`src/rtl/mem_arb_pkg.sv`:
```
// Purpose : shared types and helpers for the single-port RAM arbiter.
// Latency : n/a (declarations only).
// Backpressure : n/a.
package mem_arb_pkg;

    typedef enum logic [1:0] {
        ARB_IDLE,
        ARB_ACCESS,
        ARB_RESP
    } arb_state_t;

    localparam int MAX_NREQ = 4;
    localparam int IDX_W    = 2;    // enough to index MAX_NREQ requesters

    function automatic logic [MAX_NREQ-1:0] onehot(input logic [IDX_W-1:0] idx);
        onehot      = '0;
        onehot[idx] = 1'b1;
    endfunction

endpackage

```
`src/rtl/arb_pick.sv`:
```
// Purpose : combinational winner selection among pending requesters.
// Latency : 0 cycles (pure combinational).
// Backpressure : none; the caller decides when a grant is taken.
// Ports   : req (pending mask), rr_ptr (round-robin start index) ->
//           grant_idx (winner), grant_valid (any request pending).
// Config  : MEM_ARB_RR_EN selects round-robin; otherwise the highest index wins.
import mem_arb_pkg::*;

module arb_pick #(
    parameter int NREQ = 2
) (
    input  logic [NREQ-1:0]  req,
    input  logic [IDX_W-1:0] rr_ptr,
    output logic [IDX_W-1:0] grant_idx,
    output logic             grant_valid
);

`ifdef MEM_ARB_RR_EN
    // Two passes: first the lowest requester at or above rr_ptr, then wrap to
    // the lowest requester overall. Equivalent to a circular search from rr_ptr.
    logic             hit_hi;
    logic [IDX_W-1:0] idx_hi;
    logic             hit_lo;
    logic [IDX_W-1:0] idx_lo;

    always_comb begin
        hit_hi = 1'b0;
        idx_hi = '0;
        hit_lo = 1'b0;
        idx_lo = '0;
        for (int i = 0; i < NREQ; i++) begin
            if (!hit_hi && req[i] && (IDX_W'(i) >= rr_ptr)) begin
                hit_hi = 1'b1;
                idx_hi = IDX_W'(i);
            end
        end
        for (int i = 0; i < NREQ; i++) begin
            if (!hit_lo && req[i]) begin
                hit_lo = 1'b1;
                idx_lo = IDX_W'(i);
            end
        end
        grant_valid = hit_lo;
        grant_idx   = hit_hi ? idx_hi : idx_lo;
    end
`else
    // Fixed priority: later iterations overwrite, so the highest index wins.
    logic unused_rr_ptr;
    assign unused_rr_ptr = ^rr_ptr;

    always_comb begin
        grant_valid = 1'b0;
        grant_idx   = '0;
        for (int i = 0; i < NREQ; i++) begin
            if (req[i]) begin
                grant_valid = 1'b1;
                grant_idx   = IDX_W'(i);
            end
        end
    end
`endif

endmodule

```
`src/rtl/mem_arbiter.sv`:
```
// Purpose : shares one synchronous single-port RAM between NREQ requesters (0 = cpu, 1 = debug).
// Latency : grant in IDLE, RAM access in ACCESS, done/rdata in RESP; 3 cycles per transaction.
// Backpressure : requesters hold req until their done pulse; no pre-emption, arbitration only when idle.
// Ports   : clk/rst (sync, active-high); req/req_we/req_addr/req_wdata packed per requester;
//           done (one-hot pulse), rdata, busy; mem_en/mem_we/mem_addr/mem_wdata/mem_rdata to the RAM.
// Config  : define MEM_ARB_RR_EN for round-robin arbitration (default: fixed, highest index wins).
import mem_arb_pkg::*;

module mem_arbiter #(
    parameter int NREQ       = 2,
    parameter int ADDR_WIDTH = 16,
    parameter int DATA_WIDTH = 16
) (
    input  logic                       clk,
    input  logic                       rst,
    input  logic [NREQ-1:0]            req,
    input  logic [NREQ-1:0]            req_we,
    input  logic [NREQ*ADDR_WIDTH-1:0] req_addr,
    input  logic [NREQ*DATA_WIDTH-1:0] req_wdata,
    output logic [NREQ-1:0]            done,
    output logic [DATA_WIDTH-1:0]      rdata,
    output logic                       busy,
    output logic                       mem_en,
    output logic                       mem_we,
    output logic [ADDR_WIDTH-1:0]      mem_addr,
    output logic [DATA_WIDTH-1:0]      mem_wdata,
    input  logic [DATA_WIDTH-1:0]      mem_rdata
);

    arb_state_t       state;
    arb_state_t       state_next;
    logic [IDX_W-1:0] owner;
    logic             owner_we;     // mem_we drops in RESP, so remember read/write here
    logic [IDX_W-1:0] rr_ptr;
    logic [IDX_W-1:0] grant_idx;
    logic             grant_valid;
    logic [IDX_W-1:0] ptr_next;

    // Unpacked per-requester views sized to MAX_NREQ so a 2-bit index always fits.
    logic                  we_arr   [MAX_NREQ];
    logic [ADDR_WIDTH-1:0] addr_arr [MAX_NREQ];
    logic [DATA_WIDTH-1:0] wdata_arr[MAX_NREQ];

    for (genvar g = 0; g < MAX_NREQ; g++) begin : g_unpack
        if (g < NREQ) begin : g_used
            assign we_arr[g]    = req_we[g];
            assign addr_arr[g]  = req_addr[g*ADDR_WIDTH +: ADDR_WIDTH];
            assign wdata_arr[g] = req_wdata[g*DATA_WIDTH +: DATA_WIDTH];
        end else begin : g_tie
            assign we_arr[g]    = 1'b0;
            assign addr_arr[g]  = '0;
            assign wdata_arr[g] = '0;
        end
    end

    arb_pick #(.NREQ(NREQ)) u_pick (
        .req         (req),
        .rr_ptr      (rr_ptr),
        .grant_idx   (grant_idx),
        .grant_valid (grant_valid)
    );

    // Pointer moves past the winner, so a requester that just completed
    // is searched last on the next arbitration.
    assign ptr_next = (grant_idx == IDX_W'(NREQ-1)) ? '0 : grant_idx + 1'b1;

    always_ff @(posedge clk) begin
        if (rst) state <= ARB_IDLE;
        else     state <= state_next;
    end

    always_comb begin
        state_next = state;
        case (state)
            ARB_IDLE:   if (grant_valid) state_next = ARB_ACCESS;
            ARB_ACCESS: state_next = ARB_RESP;
            ARB_RESP:   state_next = ARB_IDLE;
            default:    state_next = ARB_IDLE;
        endcase
    end

    always_ff @(posedge clk) begin
        if (rst) begin
            owner     <= '0;
            owner_we  <= 1'b0;
            rr_ptr    <= '0;
            mem_en    <= 1'b0;
            mem_we    <= 1'b0;
            mem_addr  <= '0;
            mem_wdata <= '0;
        end else begin
            case (state)
                ARB_IDLE: begin
                    if (grant_valid) begin
                        owner     <= grant_idx;
                        owner_we  <= we_arr[grant_idx];
                        rr_ptr    <= ptr_next;
                        mem_en    <= 1'b1;
                        mem_we    <= we_arr[grant_idx];
                        mem_addr  <= addr_arr[grant_idx];
                        mem_wdata <= wdata_arr[grant_idx];
                    end
                end
                ARB_ACCESS: begin
                    // Address/data are left in place; only the strobes drop.
                    mem_en <= 1'b0;
                    mem_we <= 1'b0;
                end
                default: ;
            endcase
        end
    end

    assign busy  = (state != ARB_IDLE);
    assign done  = (state == ARB_RESP) ? NREQ'(onehot(owner)) : '0;
    assign rdata = (state == ARB_RESP && !owner_we) ? mem_rdata : '0;

endmodule
```
`config.mk`:
```
export PLATFORM = sky130hd
export DESIGN_NAME = mem_arbiter
export DESIGN_NICKNAME = d
export VERILOG_FILES = /design/src/rtl/mem_arb_pkg.sv /design/src/rtl/arb_pick.sv /design/src/rtl/mem_arbiter.sv
export SDC_FILE = /design/constraint.sdc
export NUM_CORES = 1
export LEC_CHECK = 0
export ABC_AREA = 0
export CAP_MARGIN = 20
export CORE_ASPECT_RATIO = 0.8
export CORE_MARGIN = 10
export CORE_UTILIZATION = 31
export DETAILED_ROUTE_END_ITERATION = 6
export PLACE_DENSITY = 0.77
export SYNTH_ARGS = -nofsm -noshare
export SYNTH_HDL_FRONTEND = slang
export SYNTH_HIERARCHICAL = 1
export SYNTH_SLANG_ARGS = --single-unit
export TNS_END_PERCENT = 10
```
`constraint.sdc`:
```
create_clock -name clk -period 1.8 [get_ports clk]
set_input_delay 0.36 -clock clk [delete_from_list [all_inputs] [get_ports clk]]
set_output_delay 0.36 -clock clk [all_outputs]
set_load 0.02 [all_outputs]
```
==> flow_summary_export.csv <==
group,metric,value,unit
setup_path,arrival,1.93,ns
final_layout,finalNetCount,391,
setup_path,worst_setup_path_end_kind,"flop",
final_layout,num-fill-cells,482,
clock_tree,cts_buffer_depth,2,
sta,slew_violations,0,
floorplanning,die_area,9300,sq um
setup_path,crit_required,2.01,ns
setup_path,reg2reg_slack,0.08,ns
floorplanning,core_area,5560,sq um
floorplanning,chipHeight,88.3,um
setup_path,r2r_end,"mem_addr[7]$_SDFFE_PP0P_",
global_routing,groute.usage.overall,0.128,
hold_path,min_to,"mem_wdata[11]$_SDFFE_PP0P_",
setup_path,crit-reg2reg-launch,"state[0]$_SDFFE_PP0P_",
clock_tree,postCtsSetupBuffers,0,
setup_path,cp-start-kind,"flop",
detailed_routing,ant_nets,0,
detailed_routing,wl_per_cell,17.3,um
clock_tree,hold_buffers,0,
logic_synthesis,synthCells,163,
clock_tree,htreeDepth,2,
final_layout,fin_cells,382,
power_and_ir_drop,ir_drop,0.389,mV
global_routing,grt_pass1_vias,1851,
sta,setup_violations,0,
clock_tree,cts_root_buf,"clkbuf_8",
clock_tree,clk_latency,0.28,ns
place,gp_congestion,0.728,
sta,final.period_utilization,0.953,
global_routing,antenna_found_initial,0,
place,dp_cells,374,
sta,fmax,0.583,GHz
logic_synthesis,synth_nets,249,
clock_tree,cts_num_sinks,39,
global_routing,grt_max_degree,35,
final_layout,drive_above_1_share,0.178,
floorplanning,die_x,105,um
hold_path,min_path_cells,1,
setup_path,timing_worst_setup_path_type,"reg2reg",
sta,min_period,1.72,ns
logic_synthesis,netlist_area,1810,sq um
floorplanning,io_pins,139,
final_layout,final_util,0.605,
final_layout,num_antenna_cells,0,
detailed_routing,vias_per_cell,4.48,
clock_tree,cts_tree,"built",
sta,grt_setup_unrepaired,"false",
global_routing,gr-total-overflow,0,
setup_path,cp_max_fo,14,
detailed_routing,routed_wl,6.61,mm
final_layout,fin_area,3360,sq um
clock_tree,numCtsBuffers,5,
sta,hold_violations,0,
detailed_routing,routed-via-count,1710,
floorplanning,initial_core_util,0.325,
final_layout,syn_to_final_growth,86.2,%
run,maxCapViolCount,0,
setup_path,reg2reg_depth,5,
clock_tree,clk_pin_slew,0.07,ns
hold_path,worstHoldStart,"mem_wdata[11]$_SDFFE_PP0P_",
global_routing,grt_pass1_wl,9.62,mm
power_and_ir_drop,p_total,2.12,mW
sta,clock-skew-final,0.00410,ns
place,place_area,3290,sq um
sta,relSlewSlack,0.622,
detailed_routing,drc,0,
setup_path,startpoint,"state[0]$_SDFFE_PP0P_",
outcome,outcome,"complete, no violations",
logic_synthesis,avgSynthCellArea,11.1,sq um
detailed_routing,drt-pass1-iter-count,4,
logic_synthesis,ys.warnings.count,6,
power_and_ir_drop,power_density,632,nW/um^2
floorplanning,fp-row-count,24,
power_and_ir_drop,p_leak,1.39,nW
hold_path,hp-class,"reg2reg",
place,io_buffers,138,
sta,worst_slew_pin_slew,0.567,ns
place,detailed_place_hpwl,5.17,mm
detailed_routing,first_iter_violations,33,
## cells in the final DEF (no fill, tap or decap)
master           count
clkbuf_2             6
or2b_1               1
or2_2                1
buf_2               12
o2bb2ai_2           10
clkinvlp_4           1
conb_1               1
a31o_2               1
clkbuf_16            2
or3_1                1
or3_4                1
or3b_4               1
clkdlybuf4s50_1    117
mux2i_1             33
dfxtp_1             39
nor3b_1              2
dlygate4sd2_1        2
buf_4                9
o2bb2ai_4            1
a21oi_1              4
o2bb2ai_1           21
nor2_1               2
clkbuf_8             5
or2_1                1
and2_1              16
nor4b_1              1
nand2_1              7
nor2_4               1
inv_1                1
buf_12               2
and4bb_2             1
dlymetal6s2s_1       1
## timing repair
| item | CTS | global route |
|---|---|---|
| gates resized for setup | 46 | 24 |
| setup endpoints to repair | 19 | 49 |
| cloned | 0 | 2 |
| pin swaps | 0 | 3 |
## report_power, final
part           switching [mW]  internal, mW
combinational           0.262         0.373
clock                   0.281         0.257
sequential             0.0335         0.918
## metrics by stage
step	hold slack [ns]	setup TNS, ns	setup slack (ns)
final	0.464	0	0.0844
after global placement	0.445	-9.72	-0.255
after detailed placement	0.448	-10.53	-0.286
after global routing	0.482	0	0.0155
after CTS	0.467	0	0.00337
after floorplan	0.436	0	0.117
## routing by layer
layer	global-route usage	wire, um	share of wire	vias up
met5	0	0	0	-
met3	0.0661	554	0.084	2
met4	0.0261	26	0.0039	0
met2	0.219	3230	0.49	63
li1	-	-	-	869
met1	0.140	2800	0.42	776
## worst max-delay path, stage by stage, from the launching register on
cell       delay, ns
dfxtp_1         0.31
buf_4           0.14
or3b_4          0.39
or3_4           0.46
clkbuf_16       0.21
o2bb2ai_1       0.14
## sequential cells by signal (all words and copies together), names as in the netlist
| signal | count |
|---|---|
| mem_addr | 16 |
| mem_en | 1 |
| owner_we | 1 |
| mem_wdata | 16 |
| owner | 2 |
| state | 2 |
| mem_we | 1 |
## worst max-delay path by stage
stage / end
after global routing: rdata[0]
after detailed placement: mem_wdata[6]$_SDFFE_PP0P_
final: mem_addr[7]$_SDFFE_PP0P_
after floorplan: mem_addr[15]$_SDFFE_PP0P_
after global placement: mem_addr[10]$_SDFFE_PP0P_
after CTS: rdata[12]
## final cells by class
class / count / area, sq um / share of cell area
flip-flops and latches: 39 / 781 / 0.232
multi-input cells: 107 / 955 / 0.284
inverters: 1 / 3.75 / 0.00112
well taps: 78 / 97.6 / 0.0290
clock buffers: 5 / 68.8 / 0.0205
repair buffers: 151 / 1450 / 0.431
clock inverters: 1 / 7.51 / 0.00223
Note: power is estimated with default switching activity, not from simulation.
